File: src/rtl/ex_stage_if.sv
// Signal bundle between the ID/EX register, the execute stage and the EX/MEM consumers.
// The master side drives the decoded instruction; the slave side is the execute stage.
interface ex_stage_if #(
  parameter int XLEN  = 32,
  parameter int CNT_W = 16
);
  logic             i_inst_vld;
  logic             i_rd_wren;
  logic             i_mem_wren;
  logic             i_opa_sel;
  logic             i_opb_sel;
  logic [3:0]       i_alu_op;
  logic [1:0]       i_wb_sel;
  logic [3:0]       i_lsu_op;
  logic             i_branch;
  logic             i_jump;
  logic [2:0]       i_funct3;
  logic             i_br_un;
  logic [XLEN-1:0]  i_rs1_data;
  logic [XLEN-1:0]  i_rs2_data;
  logic [XLEN-1:0]  i_immgen;
  logic [XLEN-1:0]  i_pc;
  logic [XLEN-1:0]  i_pc_four;
  logic [31:0]      i_instr;
  logic             i_mem_stall;

  logic             o_pc_sel;
  logic [XLEN-1:0]  o_pc_target;
  logic             o_flush;
  logic             o_stall_ex;
  logic [XLEN-1:0]  o_alu_mem;
  logic [XLEN-1:0]  o_rs2_mem;
  logic [XLEN-1:0]  o_pc_four_mem;
  logic [31:0]      o_instr_mem;
  logic [8:0]       o_ctrl_mem;
  logic [CNT_W-1:0] o_br_cnt;
  logic [CNT_W-1:0] o_br_taken_cnt;

  modport master (
    output i_inst_vld, i_rd_wren, i_mem_wren, i_opa_sel, i_opb_sel, i_alu_op,
           i_wb_sel, i_lsu_op, i_branch, i_jump, i_funct3, i_br_un,
           i_rs1_data, i_rs2_data, i_immgen, i_pc, i_pc_four, i_instr, i_mem_stall,
    input  o_pc_sel, o_pc_target, o_flush, o_stall_ex, o_alu_mem, o_rs2_mem,
           o_pc_four_mem, o_instr_mem, o_ctrl_mem, o_br_cnt, o_br_taken_cnt
  );

  modport slave (
    input  i_inst_vld, i_rd_wren, i_mem_wren, i_opa_sel, i_opb_sel, i_alu_op,
           i_wb_sel, i_lsu_op, i_branch, i_jump, i_funct3, i_br_un,
           i_rs1_data, i_rs2_data, i_immgen, i_pc, i_pc_four, i_instr, i_mem_stall,
    output o_pc_sel, o_pc_target, o_flush, o_stall_ex, o_alu_mem, o_rs2_mem,
           o_pc_four_mem, o_instr_mem, o_ctrl_mem, o_br_cnt, o_br_taken_cnt
  );
endinterface

File: src/rtl/ex_stage.sv
// RV32I execute stage: ALU, branch resolution, fetch redirect and the EX/MEM register.
// EX/MEM and the branch statistics freeze while the load/store stage is busy.
module ex_stage #(
  parameter int          XLEN      = 32,
  parameter int          CNT_W     = 16,
  parameter logic [31:0] NOP_INSTR = 32'h0000_0013
) (
  input logic      i_clk,
  input logic      i_reset_ex,
  ex_stage_if.slave ex
);

  localparam logic [8:0] CTRL_BUBBLE = 9'b1_0_0_00_0000;

  logic [XLEN-1:0] opa;
  logic [XLEN-1:0] opb;
  logic [4:0]      shamt;
  logic [XLEN-1:0] alu_next;
  logic            cond;
  logic            rs_eq;
  logic            rs_lt;
  logic            advance;
  logic            taken;
  logic [8:0]      ctrl_next;

  logic [XLEN-1:0] alu_reg;
  logic [XLEN-1:0] rs2_reg;
  logic [XLEN-1:0] pc_four_reg;
  logic [31:0]     instr_reg;
  logic [8:0]      ctrl_reg;

  logic [1:0]            cnt_inc;
  logic [1:0][CNT_W-1:0] cnt_val;

  assign opa   = ex.i_opa_sel ? ex.i_pc : ex.i_rs1_data;
  assign opb   = ex.i_opb_sel ? ex.i_immgen : ex.i_rs2_data;
  assign shamt = opb[4:0];

  always_comb begin
    alu_next = '0;
    case (ex.i_alu_op)
      4'd0:    alu_next = opa + opb;
      4'd1:    alu_next = opa - opb;
      4'd2:    alu_next = opa << shamt;
      4'd3:    alu_next = {{(XLEN-1){1'b0}}, ($signed(opa) < $signed(opb))};
      4'd4:    alu_next = {{(XLEN-1){1'b0}}, (opa < opb)};
      4'd5:    alu_next = opa ^ opb;
      4'd6:    alu_next = opa >> shamt;
      4'd7:    alu_next = $signed(opa) >>> shamt;
      4'd8:    alu_next = opa | opb;
      4'd9:    alu_next = opa & opb;
      4'd10:   alu_next = opb;
      default: alu_next = '0;
    endcase
  end

  // LT/GE signedness is chosen by i_br_un alone; funct3[1] is ignored.
  assign rs_eq = (ex.i_rs1_data == ex.i_rs2_data);
  assign rs_lt = ex.i_br_un ? (ex.i_rs1_data < ex.i_rs2_data)
                            : ($signed(ex.i_rs1_data) < $signed(ex.i_rs2_data));

  always_comb begin
    cond = 1'b0;
    case (ex.i_funct3)
      3'b000:          cond = rs_eq;
      3'b001:          cond = !rs_eq;
      3'b100, 3'b110:  cond = rs_lt;
      3'b101, 3'b111:  cond = !rs_lt;
      default:         cond = 1'b0;
    endcase
  end

  assign advance = !ex.i_mem_stall;
  assign taken   = ex.i_inst_vld & ex.i_branch & cond;

  // Redirect is suppressed while stalled; the held ID/EX replays it once the stall drops.
  assign ex.o_pc_sel    = i_reset_ex & advance & ex.i_inst_vld & (taken | ex.i_jump);
  assign ex.o_flush     = ex.o_pc_sel;
  assign ex.o_pc_target = {alu_next[XLEN-1:1], 1'b0};
  assign ex.o_stall_ex  = ex.i_mem_stall;

  assign ctrl_next = {ex.i_inst_vld, ex.i_rd_wren, ex.i_mem_wren, ex.i_wb_sel, ex.i_lsu_op};

  always_ff @(posedge i_clk or negedge i_reset_ex) begin
    if (!i_reset_ex) begin
      alu_reg     <= '0;
      rs2_reg     <= '0;
      pc_four_reg <= '0;
      instr_reg   <= NOP_INSTR;
      ctrl_reg    <= CTRL_BUBBLE;
    end else if (advance) begin
      alu_reg     <= alu_next;
      rs2_reg     <= ex.i_rs2_data;
      pc_four_reg <= ex.i_pc_four;
      instr_reg   <= ex.i_instr;
      ctrl_reg    <= ctrl_next;
    end
  end

  // Index 0: branches resolved, index 1: branches taken.
  assign cnt_inc = {advance & taken, advance & ex.i_inst_vld & ex.i_branch};

  genvar gi;
  generate
    for (gi = 0; gi < 2; gi++) begin : g_cnt
      logic [CNT_W-1:0] cnt_reg;
      always_ff @(posedge i_clk or negedge i_reset_ex) begin
        if (!i_reset_ex) begin
          cnt_reg <= '0;
        end else if (cnt_inc[gi]) begin
          cnt_reg <= cnt_reg + CNT_W'(1);
        end
      end
      assign cnt_val[gi] = cnt_reg;
    end
  endgenerate

  assign ex.o_alu_mem      = alu_reg;
  assign ex.o_rs2_mem      = rs2_reg;
  assign ex.o_pc_four_mem  = pc_four_reg;
  assign ex.o_instr_mem    = instr_reg;
  assign ex.o_ctrl_mem     = ctrl_reg;
  assign ex.o_br_cnt       = cnt_val[0];
  assign ex.o_br_taken_cnt = cnt_val[1];

endmodule

File: src/flat_wrapper.sv
// flat-port wrapper written by rule: the top's interface ports become plain ports
module ex_stage_flat 
#(
  parameter int          XLEN      = 32,
  parameter int          CNT_W     = 16,
  parameter logic [31:0] NOP_INSTR = 32'h0000_0013
)
  (i_clk, i_reset_ex, ex_i_inst_vld, ex_i_rd_wren, ex_i_mem_wren, ex_i_opa_sel, ex_i_opb_sel, ex_i_alu_op, ex_i_wb_sel, ex_i_lsu_op, ex_i_branch, ex_i_jump, ex_i_funct3, ex_i_br_un, ex_i_rs1_data, ex_i_rs2_data, ex_i_immgen, ex_i_pc, ex_i_pc_four, ex_i_instr, ex_i_mem_stall, ex_o_pc_sel, ex_o_pc_target, ex_o_flush, ex_o_stall_ex, ex_o_alu_mem, ex_o_rs2_mem, ex_o_pc_four_mem, ex_o_instr_mem, ex_o_ctrl_mem, ex_o_br_cnt, ex_o_br_taken_cnt);
  ex_stage_if #(.XLEN(XLEN), .CNT_W(CNT_W)) ex_i ();
  input logic i_clk;
  input logic i_reset_ex;
  input wire logic [$bits(ex_i.i_inst_vld)-1:0] ex_i_inst_vld;
  input wire logic [$bits(ex_i.i_rd_wren)-1:0] ex_i_rd_wren;
  input wire logic [$bits(ex_i.i_mem_wren)-1:0] ex_i_mem_wren;
  input wire logic [$bits(ex_i.i_opa_sel)-1:0] ex_i_opa_sel;
  input wire logic [$bits(ex_i.i_opb_sel)-1:0] ex_i_opb_sel;
  input wire logic [$bits(ex_i.i_alu_op)-1:0] ex_i_alu_op;
  input wire logic [$bits(ex_i.i_wb_sel)-1:0] ex_i_wb_sel;
  input wire logic [$bits(ex_i.i_lsu_op)-1:0] ex_i_lsu_op;
  input wire logic [$bits(ex_i.i_branch)-1:0] ex_i_branch;
  input wire logic [$bits(ex_i.i_jump)-1:0] ex_i_jump;
  input wire logic [$bits(ex_i.i_funct3)-1:0] ex_i_funct3;
  input wire logic [$bits(ex_i.i_br_un)-1:0] ex_i_br_un;
  input wire logic [$bits(ex_i.i_rs1_data)-1:0] ex_i_rs1_data;
  input wire logic [$bits(ex_i.i_rs2_data)-1:0] ex_i_rs2_data;
  input wire logic [$bits(ex_i.i_immgen)-1:0] ex_i_immgen;
  input wire logic [$bits(ex_i.i_pc)-1:0] ex_i_pc;
  input wire logic [$bits(ex_i.i_pc_four)-1:0] ex_i_pc_four;
  input wire logic [$bits(ex_i.i_instr)-1:0] ex_i_instr;
  input wire logic [$bits(ex_i.i_mem_stall)-1:0] ex_i_mem_stall;
  output wire logic [$bits(ex_i.o_pc_sel)-1:0] ex_o_pc_sel;
  output wire logic [$bits(ex_i.o_pc_target)-1:0] ex_o_pc_target;
  output wire logic [$bits(ex_i.o_flush)-1:0] ex_o_flush;
  output wire logic [$bits(ex_i.o_stall_ex)-1:0] ex_o_stall_ex;
  output wire logic [$bits(ex_i.o_alu_mem)-1:0] ex_o_alu_mem;
  output wire logic [$bits(ex_i.o_rs2_mem)-1:0] ex_o_rs2_mem;
  output wire logic [$bits(ex_i.o_pc_four_mem)-1:0] ex_o_pc_four_mem;
  output wire logic [$bits(ex_i.o_instr_mem)-1:0] ex_o_instr_mem;
  output wire logic [$bits(ex_i.o_ctrl_mem)-1:0] ex_o_ctrl_mem;
  output wire logic [$bits(ex_i.o_br_cnt)-1:0] ex_o_br_cnt;
  output wire logic [$bits(ex_i.o_br_taken_cnt)-1:0] ex_o_br_taken_cnt;
  assign ex_i.i_inst_vld = ex_i_inst_vld;
  assign ex_i.i_rd_wren = ex_i_rd_wren;
  assign ex_i.i_mem_wren = ex_i_mem_wren;
  assign ex_i.i_opa_sel = ex_i_opa_sel;
  assign ex_i.i_opb_sel = ex_i_opb_sel;
  assign ex_i.i_alu_op = ex_i_alu_op;
  assign ex_i.i_wb_sel = ex_i_wb_sel;
  assign ex_i.i_lsu_op = ex_i_lsu_op;
  assign ex_i.i_branch = ex_i_branch;
  assign ex_i.i_jump = ex_i_jump;
  assign ex_i.i_funct3 = ex_i_funct3;
  assign ex_i.i_br_un = ex_i_br_un;
  assign ex_i.i_rs1_data = ex_i_rs1_data;
  assign ex_i.i_rs2_data = ex_i_rs2_data;
  assign ex_i.i_immgen = ex_i_immgen;
  assign ex_i.i_pc = ex_i_pc;
  assign ex_i.i_pc_four = ex_i_pc_four;
  assign ex_i.i_instr = ex_i_instr;
  assign ex_i.i_mem_stall = ex_i_mem_stall;
  assign ex_o_pc_sel = ex_i.o_pc_sel;
  assign ex_o_pc_target = ex_i.o_pc_target;
  assign ex_o_flush = ex_i.o_flush;
  assign ex_o_stall_ex = ex_i.o_stall_ex;
  assign ex_o_alu_mem = ex_i.o_alu_mem;
  assign ex_o_rs2_mem = ex_i.o_rs2_mem;
  assign ex_o_pc_four_mem = ex_i.o_pc_four_mem;
  assign ex_o_instr_mem = ex_i.o_instr_mem;
  assign ex_o_ctrl_mem = ex_i.o_ctrl_mem;
  assign ex_o_br_cnt = ex_i.o_br_cnt;
  assign ex_o_br_taken_cnt = ex_i.o_br_taken_cnt;
  ex_stage #(.XLEN(XLEN), .CNT_W(CNT_W), .NOP_INSTR(NOP_INSTR)) u_core (.i_clk(i_clk), .i_reset_ex(i_reset_ex), .ex(ex_i));
endmodule
File: config.mk
export PLATFORM = sky130hd
export DESIGN_NAME = ex_stage_flat
export DESIGN_NICKNAME = d
export VERILOG_FILES = /design/src/rtl/ex_stage_if.sv /design/src/rtl/ex_stage.sv /design/src/flat_wrapper.sv
export SDC_FILE = /design/constraint.sdc
export NUM_CORES = 1
export LEC_CHECK = 0
export ABC_AREA = 1
export BUFFER_PORTS_ARGS = -buffer_cell sky130_fd_sc_hd__buf_2
export CAP_MARGIN = 5
export CORE_ASPECT_RATIO = 2
export CORE_UTILIZATION = 40
export DETAILED_ROUTE_END_ITERATION = 16
export PLACE_DENSITY_LB_ADDON = 0.15
export SETUP_SLACK_MARGIN = 0.15
export SLEW_MARGIN = 25
export SYNTH_ARGS = -nofsm -noshare
export SYNTH_HDL_FRONTEND = slang
export SYNTH_SLANG_ARGS = --single-unit
File: constraint.sdc
create_clock -name i_clk -period 3.2 [get_ports i_clk]
set_clock_uncertainty 0.05 [all_clocks]
set_input_delay 0.16 -clock i_clk [delete_from_list [all_inputs] [get_ports i_clk]]
set_output_delay 0.16 -clock i_clk [all_outputs]
set_load 0.05 [all_outputs]
==> results.sh <==
export IMPL_outcome="completed"
export IMPL_dpl_worst_slack_ps=-383.1
export IMPL_muxShareOfSynthArea_pct=0
export IMPL_hold_depth=3
export IMPL_required_ps=2990
export IMPL_critPathArrivalTime_ps=2840
export IMPL_cts_buffers=17
export IMPL_clkPwrFrac_pct=20.0
export IMPL_io_pins=420
export IMPL_drc=0
export IMPL_seqCellArea_um2=4234
export IMPL_crit_type="primary input to primary output"
export IMPL_globalRouteOverflowTotal=0
export IMPL_synthAdderAreaFrac_pct=9.415
export IMPL_maxCapViolations=0
export IMPL_layout_drive_gt1_share_pct=33.97
export IMPL_internal_power_uw=5905
export IMPL_synth_xor_area_share_pct=1.441
export IMPL_finalCriticalPeriod_ps=3050
export IMPL_worst_path_buf_inv=7
export IMPL_area_growth_pct=52.53
export IMPL_first_pass_iters=6
export IMPL_relSlewSlack_pct=29.27
export IMPL_postSynthAreaPerCell_um2=5.945
export IMPL_fin_nets=4304
export IMPL_r2r_cells=8
export IMPL_wl_per_cell_um=24.38
export IMPL_synth_cells=3067
export IMPL_comb_power_share_pct=58.0
export IMPL_path_cells="buf_12 > inv_8 > or2_2 > o21ai_2 > buf_4 > inv_1 > ha_1 > a21oi_1 > buf_4 > o21a_1 > nand3_2 > buf_4 > nand2_1 > nand3_1 > nand3_1 > nand4_1 > buf_6"
export IMPL_io_buffers=418
export IMPL_insertion_delay_ps=470
export IMPL_rsz0062_at_grt="yes"
export IMPL_switchingPower_uw=5610
export IMPL_setup_viol=0
export IMPL_finalCritPeriodShare_pct=95.30
export IMPL_holdCritStartpoint="ex_i_rs2_data[25]"
export IMPL_clock_fmax_ghz=0.3279
export IMPL_ys_types=52
export IMPL_yosysWarnings=0
export IMPL_r2r_setup_slack_ps=870
export IMPL_hp_class="primary input to flip-flop"
export IMPL_critPathTopFamily="simple AND/OR/NAND/NOR gates"
export IMPL_critical_path_most_common_cell="buf_4"
export IMPL_tightest_slew_ps=1050
export IMPL_final_cells=4528
export IMPL_grt_util_met2_pct=81.85
export IMPL_cts_tree="done"
export IMPL_r2r_end="u_core.ex.o_br_taken_cnt[15]$_DFFE_PN0P_"
export IMPL_fillers=4282
export IMPL_top_usage_layer="met2"
export IMPL_r2r_start="u_core.ex.o_br_taken_cnt[3]$_DFFE_PN0P_"
export IMPL_antenna_found_initial=2
export IMPL_die_h_um=303.9
export IMPL_setup_slack_ps=150.5
export IMPL_p_leak_uw=0.01497
export IMPL_met3_usage_pct=12.32
export IMPL_cp_slowest_cell="or2_2"
export IMPL_critPathCaptureType="primary output"
export IMPL_die_area_um2=46490
export IMPL_grt_first_pass_wirelength_mm=162.5
export IMPL_synth_compound_area_share_pct=12.43
export IMPL_p_per_area_nw_per_um2=414.1
export IMPL_grt_max_degree=114
export IMPL_drt_initial_drc_count=2636
export IMPL_seq_area_frac_synth_pct=23.22
export IMPL_synth_seq_cells=169
export IMPL_cts_sink_count=169
export IMPL_dpl_cell_count=4358
export IMPL_wl_mm=110.4
export IMPL_synth_fp_nets=3419
export IMPL_async_flop_share_pct=100.0
export IMPL_synthFlopType="dfrtp_1"
export IMPL_routabilityCongestion=1.135
export IMPL_critPathMaxStageDelay_ps=290
export IMPL_pwr_share_seq_pct=22.0
export IMPL_vias_per_cell=5.745
export IMPL_synth_simple_area_share_pct=42.79
export IMPL_ir_worst_vdd_v=0.0003951
export IMPL_hold_path_endpoint="u_core.ex.o_rs2_mem[25]$_DFFE_PN0N_"
export IMPL_cts_max_level=4
export IMPL_synth_edf_count=0
export IMPL_clk_path_buf_depth=2
export IMPL_start_util_pct=40.51
export IMPL_core_um2=45010
export IMPL_path_clk_slew_ps=80
export IMPL_clk_root_buffer_cell="clkbuf_16"
export IMPL_sw_frac_of_total_pct=48.72
export IMPL_die_w_um=153.0
export IMPL_crit_fanout=9
export IMPL_synth_top_family_by_area="simple AND/OR/NAND/NOR gates"
export IMPL_cp_start_kind="primary input"
export IMPL_syn_area_um2=18230
export IMPL_place_hpwl_mm=85.46
export IMPL_ant_nets=0
export IMPL_rows=110
export IMPL_hold_viol=0
export IMPL_grtUsageMet1_pct=41.06
export IMPL_grt_pass1_vias=26510
export IMPL_drv_slew=0
export IMPL_grtUsageTotal_pct=47.45
export IMPL_vias=26010
export IMPL_multiInputGateArea_um2=13520
==> cells by family (layout without fill, tap and decap cells) <==
logic type | after synthesis | in the layout
AO/OA/AOI/OAI | 402 | 402
XOR/XNOR | 30 | 30
adder cells (fa/ha/maj) | 136 | 136
buffers and inverters | 456 | 1354
flip-flops | 169 | 169
other | 1 | 4
AND/OR/NAND/NOR | 1873 | 1873
==> area by class of cell <==
| cell class | instances | area share, % |
|---|---|---|
| multi-input cells | 2442 | 48.60 |
| repair buffers | 1030 | 27.34 |
| flip-flops and latches | 169 | 15.23 |
| inverters | 292 | 4.081 |
| well taps | 560 | 2.520 |
| clock buffers | 18 | 1.543 |
| clock inverters | 14 | 0.6614 |
| diodes | 3 | 0.02700 |
==> flip-flops by register name, indices dropped and copies added (netlist names) <==
| signal | cells |
|---|---|
| u_core.ex.o_rs2_mem | 32 |
| u_core.ex.o_alu_mem | 32 |
| u_core.ex.o_pc_four_mem | 32 |
| u_core.ex.o_br_taken_cnt | 16 |
| u_core.ex.o_br_cnt | 16 |
| u_core.ex.o_instr_mem | 32 |
| u_core.ex.o_ctrl_mem | 9 |
==> stage by stage <==
| stage | hold WS (ps) | power, uW | instance area, um2 | utilization, % | setup TNS, ps |
|---|---|---|---|---|---|
| global placement | 227.3 | 8212 | 24100 | 53.55 | -5591 |
| global route | 32.92 | 12000 | 27810 | 61.78 | 0 |
| floorplan | -185.6 | 5686 | 18230 | - | 0 |
| finish | 24.61 | 11510 | 27810 | 61.79 | 0 |
| detailed placement | 229.9 | 8258 | 24100 | 53.55 | -6649 |
| CTS | 12.02 | 10870 | 26430 | 58.72 | 0 |
==> layer usage <==
layer	routed length [um]	part of all wire (%)	vias up
li1	-	-	11700
met1	32800	30	11880
met2	52890	48	1629
met3	8222	7.4	799
met4	16410	15	2
met5	48	0.043	-
==> layout by cell type (no fill, tap or decap), types with 44 or more instances in the layout <==
cell           netlist  layout
nor2_1             188     136
dfrtp_1            165     165
nand2_1           1199    1141
dlygate4sd3_1        0     100
buf_2               38     385
ha_1               134      94
a21oi_1            129      81
nand4_1             53      53
nand3_1            336     308
a21oi_2              1      44
nor2_2               6      47
nand2_2              3      53
o21ai_0            161     105
buf_4               40     467
inv_1              279     243
==> synthesized netlist by cell type (2+ instances only) <==
cell       number  share of area, %
o221ai_1        4              0.19
and2_1          3              0.10
ha_1          134               9.2
nand4_1        53               1.8
nand3_1       336               9.2
dfrtp_1       165                23
a21boi_0        4              0.16
nor2_1        188               3.9
xor2_1         18              0.86
a31oi_1         7              0.24
or2_1           4              0.14
nor2_2          6              0.21
nor4_1         10              0.34
xnor2_1        12              0.58
clkinv_1        5              0.10
o21a_1         11              0.45
o21ai_0       161               4.4
a221oi_1        4              0.19
clkbuf_1       81               1.7
dfstp_2         4              0.58
nand2_1      1199                25
o211ai_1       20              0.82
nor3_1         34              0.93
o21ai_1        11              0.30
a211oi_1        5              0.21
o21bai_1        7              0.29
fa_1            2              0.22
o2111ai_1       5              0.24
inv_2           8              0.16
buf_2          38               1.0
nand3b_1        4              0.16
o21ai_2         5              0.24
a21o_1          2             0.082
or2_2          27              0.93
nand2_2         3              0.10
inv_1         279               5.7
buf_4          40               1.6
o22ai_1        21              0.72
a21oi_1       129               3.5
buf_6           5              0.31
and3_1          2             0.069
==> worst register-to-register path, delay by kind of cell (launching register included) <==
family	cells	cell delay, ps
flops	1	420
xor+xnor	1	170
simple gates	6	1530
buf+inv	1	100
==> how the worst max path moves through the flow <==
stage	depth (start not counted)	slack, ps	from	end
2_1_floorplan	22	330	ex_i_opa_sel	ex_o_pc_target[30]
3_3_place_gp	18	-360	ex_i_opa_sel	ex_o_pc_target[31]
3_5_place_dp	19	-380	ex_i_opb_sel	ex_o_pc_target[31]
4_1_cts	18	120	ex_i_opa_sel	ex_o_pc_target[31]
5_1_grt	18	7	ex_i_opb_sel	ex_o_pc_target[31]
6_report	17	150	ex_i_opb_sel	ex_o_pc_target[28]
==> power by group through the flow <==
stage / sequential [uW] / combinational (uW) / clock (uW)
final: 2530 / 6670 / 2310
after global routing: 2560 / 7030 / 2410
after CTS: 2520 / 6030 / 2320
after detailed placement: 2560 / 5700 / 0
after global placement: 2550 / 5660 / 0
after floorplan: 3340 / 2340 / 0
==> repair_timing <==
action                                 in CTS  in global routing
cloned                                      1                  1
hold buffers                              100                  0
pin swaps                                  19                 84
setup endpoints to repair                  30                 33
resized for setup                         208                323
setup buffers                               6                 27
endpoints found under the hold margin     264                  0
(Power assumes the default switching activity.)
